`src/rtl/uart_tx_sched.sv`:
```
// uart_tx_sched: round-robin scheduler that shares one UART transmit path
// between NUM_REQ requesters. The block grants one byte at a time, holds
// tx_start until the UART reports tx_done, and then reports completion or
// timeout back to the owning requester.
module uart_tx_sched #(
  parameter int NUM_REQ = 4,
  parameter int TIMEOUT = 400000,
  parameter int TO_W    = 20,
  localparam int ID_W   = (NUM_REQ > 1) ? $clog2(NUM_REQ) : 1
) (
  input  logic                 clk,
  input  logic                 rst,
  input  logic [NUM_REQ-1:0]   req,
  input  logic [8*NUM_REQ-1:0] req_data,
  input  logic [16:0]          cfg_baud,
  input  logic [3:0]           cfg_length,
  input  logic                 cfg_parity_type,
  input  logic                 cfg_parity_en,
  input  logic                 cfg_stop2,
  output logic [NUM_REQ-1:0]   gnt,
  output logic [NUM_REQ-1:0]   done,
  output logic [NUM_REQ-1:0]   err,
  output logic                 busy,
  output logic [ID_W-1:0]      cur_id,
  output logic                 uart_tx_start,
  output logic [7:0]           uart_tx_data,
  output logic [16:0]          uart_baud,
  output logic [3:0]           uart_length,
  output logic                 uart_parity_type,
  output logic                 uart_parity_en,
  output logic                 uart_stop2,
  input  logic                 uart_tx_done
);

  typedef enum logic [1:0] {
    IDLE      = 2'd0,
    WAIT_DONE = 2'd1,
    WAIT_LOW  = 2'd2
  } state_e;

  localparam logic [TO_W-1:0] TO_LAST = TO_W'(TIMEOUT - 1);
  localparam logic [ID_W-1:0] ID_LAST = ID_W'(NUM_REQ - 1);

  state_e               state_q, state_d;
  logic [ID_W-1:0]      ptr_q, ptr_d;
  logic [TO_W-1:0]      timer_q, timer_d;
  logic [1:0]           sync_q, sync_d;
  logic                 done_dly_q, done_dly_d;
  logic [NUM_REQ-1:0]   gnt_q, gnt_d;
  logic [NUM_REQ-1:0]   done_q, done_d;
  logic [NUM_REQ-1:0]   err_q, err_d;
  logic                 busy_q, busy_d;
  logic [ID_W-1:0]      cur_id_q, cur_id_d;
  logic                 start_q, start_d;
  logic [7:0]           data_q, data_d;
  logic [16:0]          baud_q, baud_d;
  logic [3:0]           len_q, len_d;
  logic                 ptype_q, ptype_d;
  logic                 pen_q, pen_d;
  logic                 stop2_q, stop2_d;

  logic                 done_s;
  logic                 rise_s;
  logic                 win_valid_s;
  logic [ID_W-1:0]      win_id_s;

  // Synchroniser and edge-detect delay for the tx_clk-domain tx_done.
  always_comb begin
    sync_d     = {sync_q[0], uart_tx_done};
    done_dly_d = sync_q[1];
    done_s     = sync_q[1];
    rise_s     = done_s & ~done_dly_q;
  end

  // Round-robin search: first set request at or after ptr, wrapping.
  always_comb begin
    win_valid_s = 1'b0;
    win_id_s    = '0;
    for (int k = 0; k < NUM_REQ; k++) begin
      int  idx;
      logic hit;
      idx = int'(ptr_q) + k;
      idx = (idx >= NUM_REQ) ? (idx - NUM_REQ) : idx;
      hit = ~win_valid_s & req[idx];
      win_id_s    = hit ? ID_W'(idx) : win_id_s;
      win_valid_s = win_valid_s | hit;
    end
  end

  // Next-state logic for the grant / wait-done / wait-low sequence.
  always_comb begin
    state_d  = state_q;
    ptr_d    = ptr_q;
    timer_d  = timer_q;
    gnt_d    = '0;
    done_d   = '0;
    err_d    = '0;
    cur_id_d = cur_id_q;
    start_d  = start_q;
    data_d   = data_q;
    baud_d   = baud_q;
    len_d    = len_q;
    ptype_d  = ptype_q;
    pen_d    = pen_q;
    stop2_d  = stop2_q;
    case (state_q)
      IDLE: begin
        if (win_valid_s) begin
          gnt_d[win_id_s] = 1'b1;
          cur_id_d        = win_id_s;
          ptr_d           = (win_id_s == ID_LAST) ? '0 : (win_id_s + ID_W'(1));
          data_d          = req_data[8*int'(win_id_s) +: 8];
          baud_d          = cfg_baud;
          len_d           = cfg_length;
          ptype_d         = cfg_parity_type;
          pen_d           = cfg_parity_en;
          stop2_d         = cfg_stop2;
          start_d         = 1'b1;
          timer_d         = '0;
          state_d         = WAIT_DONE;
        end else begin
          start_d = 1'b0;
          state_d = IDLE;
        end
      end
      WAIT_DONE: begin
        // tx_start stays high so the slower tx_clk domain is sure to see it.
        timer_d = timer_q + TO_W'(1);
        if (rise_s) begin
          start_d          = 1'b0;
          done_d[cur_id_q] = 1'b1;
          state_d          = WAIT_LOW;
        end else if (timer_q == TO_LAST) begin
          start_d         = 1'b0;
          err_d[cur_id_q] = 1'b1;
          state_d         = WAIT_LOW;
        end else begin
          start_d = 1'b1;
          state_d = WAIT_DONE;
        end
      end
      WAIT_LOW: begin
        // Wait for tx_done to drop so a stale high level cannot finish the next frame.
        if (!done_s) begin
          state_d = IDLE;
        end else begin
          state_d = WAIT_LOW;
        end
      end
      default: begin
        start_d = 1'b0;
        state_d = IDLE;
      end
    endcase
    busy_d = (state_d != IDLE);
  end

  // State and output registers with synchronous reset.
  always_ff @(posedge clk) begin
    if (rst) begin
      state_q    <= IDLE;
      ptr_q      <= '0;
      timer_q    <= '0;
      sync_q     <= 2'b00;
      done_dly_q <= 1'b0;
      gnt_q      <= '0;
      done_q     <= '0;
      err_q      <= '0;
      busy_q     <= 1'b0;
      cur_id_q   <= '0;
      start_q    <= 1'b0;
      data_q     <= 8'h00;
      baud_q     <= 17'd0;
      len_q      <= 4'd0;
      ptype_q    <= 1'b0;
      pen_q      <= 1'b0;
      stop2_q    <= 1'b0;
    end else begin
      state_q    <= state_d;
      ptr_q      <= ptr_d;
      timer_q    <= timer_d;
      sync_q     <= sync_d;
      done_dly_q <= done_dly_d;
      gnt_q      <= gnt_d;
      done_q     <= done_d;
      err_q      <= err_d;
      busy_q     <= busy_d;
      cur_id_q   <= cur_id_d;
      start_q    <= start_d;
      data_q     <= data_d;
      baud_q     <= baud_d;
      len_q      <= len_d;
      ptype_q    <= ptype_d;
      pen_q      <= pen_d;
      stop2_q    <= stop2_d;
    end
  end

  assign gnt              = gnt_q;
  assign done             = done_q;
  assign err              = err_q;
  assign busy             = busy_q;
  assign cur_id           = cur_id_q;
  assign uart_tx_start    = start_q;
  assign uart_tx_data     = data_q;
  assign uart_baud        = baud_q;
  assign uart_length      = len_q;
  assign uart_parity_type = ptype_q;
  assign uart_parity_en   = pen_q;
  assign uart_stop2       = stop2_q;

endmodule

```
`config.mk`:
```
export PLATFORM = sky130hd
export DESIGN_NAME = uart_tx_sched
export DESIGN_NICKNAME = d
export VERILOG_FILES = /design/src/rtl/uart_tx_sched.sv
export SDC_FILE = /design/constraint.sdc
export NUM_CORES = 1
export LEC_CHECK = 0
export ABC_AREA = 0
export CAP_MARGIN = 20
export CORE_UTILIZATION = 35
export DETAILED_ROUTE_END_ITERATION = 6
export PLACE_DENSITY = 0.61
export SKIP_CTS_REPAIR_TIMING = 1
export SYNTH_ARGS = -nofsm -noshare
export SYNTH_HDL_FRONTEND = slang
export SYNTH_SLANG_ARGS = --single-unit
```
`constraint.sdc`:
```
create_clock -name clk -period 2.4 [get_ports clk]
set_input_delay 0.6 -clock clk [delete_from_list [all_inputs] [get_ports clk]]
set_output_delay 0.6 -clock clk [all_outputs]
set_load 0.05 [all_outputs]
```
==> flow_metrics.env <==
export IMPL_status="complete, no violations"
export IMPL_netlist_top_cells_area="dfxtp_1, nand2_1, a21oi_1, mux2i_1, nand3b_1"
export IMPL_cts_max_level=3
export IMPL_wl_met1_mm=3.63
export IMPL_startpoint_type="flip-flop"
export IMPL_path_class="flip-flop to primary output"
export IMPL_start_util=0.362
export IMPL_grt_max_degree=45
export IMPL_syn_nets=438
export IMPL_first_pass_iters=4
export IMPL_num_vias=3027
export IMPL_fin_cells=600
export IMPL_critPathRequiredTime_ns=1.80
export IMPL_rsz0062_at_grt="no"
export IMPL_num_rows=34
export IMPL_synth_top_family_by_area="simple AND/OR/NAND/NOR gates"
export IMPL_die_area_um2=9450
export IMPL_route_met2_wl_mm=3.88
export IMPL_min_period_ns=2.24
export IMPL_synth_distinct_cells=40
export IMPL_wl_met3_um=454
export IMPL_numCtsBuffers=9
export IMPL_r2r_end="timer_q[16]"
export IMPL_port_buffer_count=110
export IMPL_rr_worst_depth=6
export IMPL_grt_ovfl_total=0
export IMPL_finalPower_mw=3.47
export IMPL_hold_depth=1
export IMPL_cp_num_buf_inv=1
export IMPL_tightest_slew_ns=0.540
export IMPL_avgSynthCellArea_um2=8.57
export IMPL_syn2layout_area_growth_pct=47.5
export IMPL_clock_sinks=75
export IMPL_netlist_area_um2=3170
export IMPL_slew_headroom=0.639
export IMPL_finalHoldViolCount=0
export IMPL_die_x_um=97.2
export IMPL_synth_top_cells_by_count="dfxtp_1, nand2_1, a21oi_1, mux2i_1, nor2_1"
export IMPL_worstPathArrival_ns=1.64
export IMPL_path_max_fanout=7
export IMPL_antenna_cells=0
export IMPL_grt_use_total=0.177
export IMPL_synth_seq_cells=75
export IMPL_vdd_drop_max_mv=0.406
export IMPL_ys_seq_area_frac=0.473
export IMPL_async_flop_share=0
export IMPL_yosysMostFrequentCell="dfxtp_1"
export IMPL_synth_compound_area_share=0.148
export IMPL_finClkSkew_ns=0.0101
export IMPL_slew_viol_final=0
export IMPL_clk_latency_ns=0.34
export IMPL_drive_gt1_frac=0.0813
export IMPL_gp_congestion=0.777
export IMPL_grt_pass1_wl_mm=13.7
export IMPL_ys_warnings_count=0
export IMPL_cts_tree="done"
export IMPL_synth_adder_area_share=0.0197
export IMPL_synth_cells=370
export IMPL_ant_nets=0
export IMPL_ios=111
export IMPL_die_height_um=97.2
export IMPL_whs_ns=0.451
export IMPL_drc_errors=0
export IMPL_cpMaxStageDelayCell="clkdlybuf4s50_1"
export IMPL_hold_class="flip-flop to flip-flop"
export IMPL_dp_cells=584
export IMPL_coreArea_um2=8760
export IMPL_synth_top_cell_area_share=0.473
export IMPL_crit_family="buffers and inverters"
export IMPL_max_freq_mhz=447
export IMPL_final_nets=555
export IMPL_holdPathEnd="sync_q[1]"
export IMPL_drv_cap=0
export IMPL_grt_pass1_vias=2971
export IMPL_max_stage_delay_ns=0.86
export IMPL_synthMuxAreaShare=0.0568
export IMPL_wire_per_inst_um=13.5
export IMPL_viasPerCell=5.05
export IMPL_power_density_nw_per_um2=741
export IMPL_crit_chain="clkdlybuf4s50_1"
export IMPL_synth_simple_gate_area_frac=0.251
export IMPL_synth_edff_count=0
export IMPL_wirelength_mm=8.08
export IMPL_cts_max_path_buffers=2
export IMPL_yosysTopAreaCell="dfxtp_1"
export IMPL_root_buffer="clkbuf_8"
export IMPL_setup_viol=0
export IMPL_antenna_found_initial=0
export IMPL_holdCritStartpoint="sync_q[0]"
export IMPL_drt_iter0_drc=101
export IMPL_power_leakage_nw=1.71
export IMPL_clk_pin_slew_ns=0.08
export IMPL_setup_worst_path_end_class="primary output"
export IMPL_hpwlAfterDp_mm=5.86
export IMPL_synth_ff_type="dfxtp_1"
export IMPL_highest_layer="met4"
export IMPL_finalCritPeriodShare=0.932
export IMPL_reg2reg_from="timer_q[0]"
export IMPL_rrSetupSlack_ns=0.57
export IMPL_synth_xor_area_frac=0.0110
-- registers in the layout, summed over array words and instances, names as in the netlist, 2 cells and up --
name and cells:
timer_q 20, ptr_q 2, sync_q 2, state_q 2
gnt 4, done 4, uart_tx_data 8, err 4
uart_length 4, cur_id 2, uart_baud 17
-- per-stage QoR --
step / area (um^2) / utilization / setup WS (ns) / TNS (ns)
final: 4680 / 0.534 / 0.162 / 0
after global routing: 4680 / 0.534 / 0.0692 / 0
after CTS: 4680 / 0.534 / 0.133 / 0
after detailed placement: 4480 / 0.511 / -0.106 / -0.942
after global placement: 4480 / 0.511 / -0.0581 / -0.376
after floorplan: 3170 / - / 0.445 / 0
-- how the worst max path moves through the flow --
stage                             end  cells past startpoint  slack (ns)       from
after global placement    timer_q[19]                      6       -0.06     req[1]
after floorplan              ptr_q[0]                      7        0.45     req[2]
final                       cur_id[0]                      1        0.16  cur_id[0]
after CTS                   cur_id[0]                      1        0.13  cur_id[0]
after detailed placement  timer_q[19]                      6       -0.11     req[2]
after global routing        cur_id[0]                      1        0.07  cur_id[0]
-- kinds of logic after synthesis --
| family | count (synthesis) |
|---|---|
| muxes | 18 |
| adders and majority gates | 5 |
| buffers and inverters | 27 |
| and+or+nand+nor | 160 |
| DFF | 75 |
| AOI/OAI and AO/OA | 81 |
| xor gates and xnor gates | 4 |
-- cell type report --
type                            instances  area (um^2)
Fill cell                             831         4090
Sequential cell                        75         1500
Inverter                                8         30.0
Clock buffer                            9          124
Tap cell                              108          135
Multi-Input combinational cell        268         1550
Clock inverter                          7         76.3
Timing Repair Buffer                  125         1260
-- where the power goes --
group | leakage [nW] | internal, mW | switching (mW)
Sequential | 0.613 | 1.35 | 0.0662
Combinational | 1.00 | 0.434 | 0.646
Clock | 0.0962 | 0.487 | 0.487
-- metal layers --
metal / vias to the layer above / track usage
met5: - / 0
met4: 0 / 0.0654
met3: 11 / 0.0432
met2: 76 / 0.297
met1: 1407 / 0.219
li1: 1533 / -
-- cells in the final DEF, fill, tap and decap left out, types with 4 or more instances in the layout --
master,instances
clkdlybuf4s50_1,109
dfxtp_1,75
nand2_1,74
a21oi_1,51
mux2i_1,18
nor2_1,18
nand3b_1,11
o21ai_0,11
buf_4,11
nor3_1,10
clkbuf_8,9
inv_1,8
o221ai_1,8
nand3_1,7
nand4_1,6
nand2b_1,5
nor2b_1,5
ha_1,5
and3_1,4
a311oi_1,4
and2_1,4
buf_12,4
(Power assumes the default switching activity.)
